===== src/rtl/instruction_fetch.sv =====
// ----------------------------------------------------------------------------
// instruction_fetch
//
// Fetch stage with a private instruction memory. The memory is loaded while
// the unit is not fetching (IDLE or HALT); a start pulse then fetches
// sequential words from RESET_PC, one per cycle, until the pc runs past the
// end of the memory, at which point the unit parks in HALT.
//
// State   | meaning
// --------+-------------------------------------------------------------
// IDLE    | after reset; memory loadable, waiting for start
// FETCH   | fetching one word per cycle; stall holds, branch inserts bubble
// HALT    | pc ran past memory end; memory loadable, start restarts
//
// Ports
//   clk            single clock, rising edge
//   rst_n          asynchronous active-low reset (memory is not cleared)
//   load_en        memory write enable (honoured in IDLE/HALT only)
//   load_addr      word index to write
//   load_data      word to write
//   start          pulse; (re)starts fetching at RESET_PC
//   stall          hold the current fetch output and pc
//   branch_taken   redirect pc to branch_target (wins over stall)
//   branch_target  byte address of the redirect
//   Instruction    fetched word (0 when a bubble)
//   pc_out         byte address of the word on Instruction
//   instr_valid    Instruction holds a real fetched word
//   halted         unit is in HALT
// ----------------------------------------------------------------------------
module instruction_fetch #(
    parameter int          IMEM_DEPTH = 64,
    parameter logic [31:0] RESET_PC   = 32'h0000_0000
) (
    input  logic                          clk,
    input  logic                          rst_n,
    input  logic                          load_en,
    input  logic [$clog2(IMEM_DEPTH)-1:0] load_addr,
    input  logic [31:0]                   load_data,
    input  logic                          start,
    input  logic                          stall,
    input  logic                          branch_taken,
    input  logic [31:0]                   branch_target,
    output logic [31:0]                   Instruction,
    output logic [31:0]                   pc_out,
    output logic                          instr_valid,
    output logic                          halted
);

    localparam int          AW       = $clog2(IMEM_DEPTH);
    localparam logic [31:0] PC_LIMIT = 32'(4 * IMEM_DEPTH);

    typedef enum logic [1:0] {
        IDLE  = 2'd0,
        FETCH = 2'd1,
        HALT  = 2'd2
    } state_t;

    state_t        state;
    state_t        state_nx;

    logic [31:0]   pc;
    logic [31:0]   pc_nx;
    logic [31:0]   instr_nx;
    logic [31:0]   pc_out_nx;
    logic          valid_nx;

    logic [31:0]   imem [IMEM_DEPTH];
    logic [AW-1:0] rd_idx;
    logic          past_end;

    assign rd_idx   = pc[AW+1:2];
    // The end-of-memory check is what keeps pc from ever wrapping.
    assign past_end = (pc >= PC_LIMIT);

    // ------------------------------------------------------------------
    // State register
    // ------------------------------------------------------------------
    always_ff @(posedge clk or negedge rst_n) begin
        if (!rst_n) begin
            state <= IDLE;
        end else begin
            state <= state_nx;
        end
    end

    // ------------------------------------------------------------------
    // Next-state logic
    // ------------------------------------------------------------------
    always_comb begin
        state_nx = state;
        case (state)
            IDLE:    if (start)    state_nx = FETCH;
            FETCH:   if (past_end) state_nx = HALT;
            HALT:    if (start)    state_nx = FETCH;
            default:               state_nx = IDLE;
        endcase
    end

    // ------------------------------------------------------------------
    // Datapath next values (pc and registered fetch outputs)
    // ------------------------------------------------------------------
    always_comb begin
        pc_nx     = pc;
        instr_nx  = Instruction;
        pc_out_nx = pc_out;
        valid_nx  = instr_valid;
        case (state)
            IDLE, HALT: begin
                if (start) begin
                    pc_nx = RESET_PC;
                end
            end
            FETCH: begin
                if (past_end) begin
                    // Entering HALT: bubble out, pc_out keeps last valid address.
                    instr_nx = 32'h0;
                    valid_nx = 1'b0;
                end else if (branch_taken) begin
                    pc_nx    = branch_target & ~32'h3;
                    instr_nx = 32'h0;
                    valid_nx = 1'b0;
                end else if (!stall) begin
                    instr_nx  = imem[rd_idx];
                    pc_out_nx = pc;
                    valid_nx  = 1'b1;
                    pc_nx     = pc + 32'd4;
                end
            end
            default: begin
                instr_nx = 32'h0;
                valid_nx = 1'b0;
            end
        endcase
    end

    // ------------------------------------------------------------------
    // Datapath registers
    // ------------------------------------------------------------------
    always_ff @(posedge clk or negedge rst_n) begin
        if (!rst_n) begin
            pc          <= RESET_PC;
            Instruction <= 32'h0;
            pc_out      <= 32'h0;
            instr_valid <= 1'b0;
        end else begin
            pc          <= pc_nx;
            Instruction <= instr_nx;
            pc_out      <= pc_out_nx;
            instr_valid <= valid_nx;
        end
    end

    assign halted = (state == HALT);

    // Memory has no reset so a program survives rst_n; writes are locked
    // out while fetching.
    always_ff @(posedge clk) begin
        if (load_en && (state != FETCH)) begin
            imem[load_addr] <= load_data;
        end
    end

endmodule


===== config.mk =====
export PLATFORM = sky130hd
export DESIGN_NAME = instruction_fetch
export DESIGN_NICKNAME = d
export VERILOG_FILES = /design/src/rtl/instruction_fetch.sv
export SDC_FILE = /design/constraint.sdc
export NUM_CORES = 2
export LEC_CHECK = 0
export BUFFER_PORTS_ARGS = -buffer_cell sky130_fd_sc_hd__buf_2
export CAP_MARGIN = 30
export CORE_ASPECT_RATIO = 1.4
export CORE_MARGIN = 10
export CORE_UTILIZATION = 23
export CTS_CLUSTER_DIAMETER = 200
export CTS_CLUSTER_SIZE = 24
export DETAILED_ROUTE_END_ITERATION = 10
export GPL_TIMING_DRIVEN = 0
export SLEW_MARGIN = 20
export SYNTH_ARGS = -nofsm -noshare
export SYNTH_HDL_FRONTEND = slang
export SYNTH_SLANG_ARGS = --single-unit

===== constraint.sdc =====
create_clock -name clk -period 3.3 [get_ports clk]
set_input_delay 0.495 -clock clk [delete_from_list [all_inputs] [get_ports clk]]
set_output_delay 0.495 -clock clk [all_outputs]
set_load 0.02 [all_outputs]

==> results.py <==
metrics = {
    "detailed_routing": {
        "drt_iter0_drc": 6248,
        "avgRoutedWirePerCell_um": 29.5,
        "dr.pass1.iters": 6,
        "wl_um": 271000,
        "drc": 0,
        "antenna_left": 0,
        "vias": 43900,
        "viasPerCell": 4.78,
    },
    "worst_setup_path": {
        "r2r_end": "Instruction[4]",
        "crit_arrival_ns": 4.02,
        "critPathRequiredTime_ns": 3.91,
        "worstPathBufferInverterCount": 3,
        "critical_path.most_common_cell": "clkbuf_1",
        "critical-path-top-delay-family": "buffers and inverters",
        "crit_type": "flop to flop",
        "cpPeakStageDelay_ns": 0.77,
        "critPathMaxFanout": 10,
        "reg2reg_depth": 6,
        "rrSetupSlack_ns": -0.11,
        "end_kind": "flop",
        "crit_chain": "clkbuf_1 > clkbuf_1 > buf_1 > o221ai_2 > o311ai_1 > nand3_1",
        "cp.depth": 6,
        "r2r_start": "pc[6]",
        "crit_end": "Instruction[4]",
        "crit_path_start_kind": "flop",
        "critPathSlowestCell": "buf_1",
        "startpoint": "pc[6]",
    },
    "hold_path": {
        "hp-class": "primary input to flop",
    },
    "timing": {
        "slew-limit-headroom_pct": 31.9,
        "fin_setup_tns_ns": -0.161,
        "setup_viol": 5,
        "tightest_slew_ns": 1.02,
        "rsz0062_at_grt": "true",
        "skew_ns": 0.0400,
        "post-route-period-util_pct": 103,
        "timing.final.ws_setup_ns": -0.111,
        "fmax_mhz": 293,
        "final-max-slew-violation-count": 0,
        "hold_viol_final": 0,
        "period_needed_ns": 3.41,
    },
    "layout": {
        "final.fill_count": 34900,
        "multi_input_area_mm2": 0.0181,
        "nets": 4465,
        "synthToLayoutAreaGrowth_pct": 17.8,
        "seq_area_mm2": 0.0639,
        "drive_gt1_share_pct": 27.0,
    },
    "pwr": {
        "p_per_area_mw_per_mm2": 657,
        "power.total_uw": 63700,
        "max-vdd-ir-drop_mv": 0.446,
        "leakage_uw": 0.0290,
    },
    "floorplanning": {
        "start_util_pct": 23.1,
        "die_height_um": 728,
        "core_mm2": 0.356,
        "die_w_um": 526,
        "rows": 259,
        "dieArea_mm2": 0.383,
        "io_pins": 142,
    },
    "run_status": {
        "failed_checks": "negative setup slack",
        "status": "complete, but fails checks",
    },
    "grt": {
        "antenna_found_initial": 28,
        "grt_pass1_vias": 44300,
        "grt_pass1_wl_um": 368000,
        "overflow": 0,
        "grt_max_degree": 65,
        "grt_util_all_layers_pct": 13.6,
    },
    "synth": {
        "synthDistinctLibCells": 66,
        "synth-main-ff-cell": "edfxtp_1",
        "syn_area_mm2": 0.0823,
        "async_flop_share_pct": 4.43,
        "synth-warning-count": 0,
        "synth_edf_count": 2048,
        "ys_ff_latch": 2143,
        "yosysSeqAreaShare_pct": 77.6,
        "postSynthAreaPerCell_um2": 20.9,
        "synth_cells": 3945,
    },
    "job": {
        "max_cap_viol_count": 0,
    },
    "placement": {
        "place_congestion": 0.871,
        "pre_cts_ws_ns": -0.827,
        "hpwl_um": 192000,
        "io_buffer_count": 134,
    },
    "clock_network": {
        "clockBufferDepth": 3,
        "clk_latency_ns": 0.77,
        "tritoncts": "done",
        "h-tree-depth": 3,
        "clk_pin_slew_ns": 0.11,
        "cts.sinks": 2143,
        "cts-buffers-inserted": 99,
        "cts_root_buffer": "clkbuf_16",
    },
}
kinds of logic (layout without fill, tap and decap cells):
family	Yosys count	after routing	synth area share (%)
AOI/OAI and AO/OA	412	412	3.56
buffers and inverters	242	767	1.36
and+or+nand+nor	504	504	3.06
adders and majority gates	2	2	0.0304
muxes	632	632	14.3
xor gates and xnor gates	9	9	0.0957
other	1	18	0.00455
DFF	2143	2143	77.6
registers in the layout, indices dropped and copies added, names as in the netlist:
signal       flops
Instruction     32
imem          2048
instr_valid      1
pc              30
pc_out          30
state            2
cell usage in the layout (no fill, tap or decap), drive strengths merged, types with 12 or more instances in the layout:
cell	n
buf	455
nand3	54
nor4	46
nand2	139
a21oi	53
nor3	25
dfrtp	95
o21ai	46
o22ai	74
a22o	35
mux2	72
mux2i	132
diode	16
inv	12
o221ai	22
a22oi	38
a211oi	58
o41ai	15
mux4	428
edfxtp	2048
clkbuf	285
o311ai	23
nor2b	55
nor2	107
and2	26
report_power, final:
part	internal (uW)	leakage (uW)	switching, uW	total [uW]
Sequential	30300	0.0197	416	30700
Clock	5870	0.00136	8450	14300
Combinational	6020	0.00789	12700	18700
worst register-to-register path: cells and delay by family (launching register included):
kind,cells,cell delay [ns]
AND/OR/NAND/NOR,1,0.14
AO/OA/AOI/OAI,2,0.79
buffers and inverters,3,1.90
flip-flops,1,0.42
worst min-delay path by stage:
stage                            from              to  depth (start not counted)  slack, ns
CTS                  branch_target[3]           pc[3]                          3      0.007
finish               branch_target[9]           pc[9]                          3       0.06
global route        branch_target[20]          pc[20]                          3       0.06
detailed placement          pc_out[4]       pc_out[4]                          2       0.46
global placement            pc_out[4]       pc_out[4]                          2       0.46
floorplan                       rst_n  Instruction[0]                          0       0.20
cells in the mapped netlist, types with 6 or more instances:
cell / instances / area [um^2]
a21oi_1: 53 / 265
o22ai_1: 74 / 463
buf_6: 7 / 78.8
inv_1: 8 / 30.0
buf_4: 17 / 128
a22oi_1: 38 / 285
o41ai_1: 14 / 123
nand3_1: 54 / 270
nor4_1: 41 / 257
nor3_1: 25 / 125
a211oi_1: 58 / 435
mux4_2: 428 / 9640
nor2_1: 107 / 402
edfxtp_1: 2048 / 61500
buf_1: 28 / 105
dfrtp_1: 95 / 2380
nand4_1: 6 / 37.5
mux2_2: 72 / 811
and3_1: 10 / 62.6
nand2_1: 139 / 522
and2_1: 26 / 163
mux2i_1: 132 / 1320
a22o_1: 35 / 307
xnor2_1: 9 / 78.8
o311ai_0: 22 / 193
nor2b_1: 55 / 344
o21ai_0: 44 / 220
buf_2: 79 / 395
a32o_1: 9 / 90.1
nand3b_1: 8 / 60.1
nand2b_1: 8 / 50.1
o221ai_1: 22 / 193
clkbuf_1: 101 / 379
metal layers:
metal  vias up  routed length (um)  GRT usage [%]
li1      17300                   -              -
met1     23300               92000           15.3
met2      2597              132000           23.1
met3       670               25600           3.22
met4        24               21200           8.66
met5         -                 170              0
through the flow:
stage / instances / cell area [um^2] / utilization, % / hold slack (ns)
after detailed placement: 8937 / 93200 / 26.2 / 0.462
after global placement: 8778 / 88900 / 25.0 / 0.461
after global routing: 9172 / 97000 / 27.2 / 0.0621
after floorplan: 3946 / 82300 / - / 0.199
final: 9185 / 97000 / 27.2 / 0.0553
after CTS: 9166 / 96800 / 27.2 / 0.00696
what timing repair did:
action | CTS | global route
hold buffers | 11 | 0
buffers inserted | 34 | 0
hold endpoints to repair | 52 | 0
endpoints found under the setup margin | 1405 | 33
resized for setup | 127 | 25
pin swaps | 25 | 0
cell type report:
class | instances | share of cell area (%)
Antenna cell | 16 | 0.0413
Multi-Input combinational cell | 1561 | 18.6
Sequential cell | 2143 | 65.8
Inverter | 10 | 0.0400
Timing Repair Buffer | 344 | 5.11
Clock inverter | 3 | 0.0387
Tap cell | 4698 | 6.06
Buffer | 228 | 1.33
Clock buffer | 182 | 2.92
(Power assumes the default switching activity.)
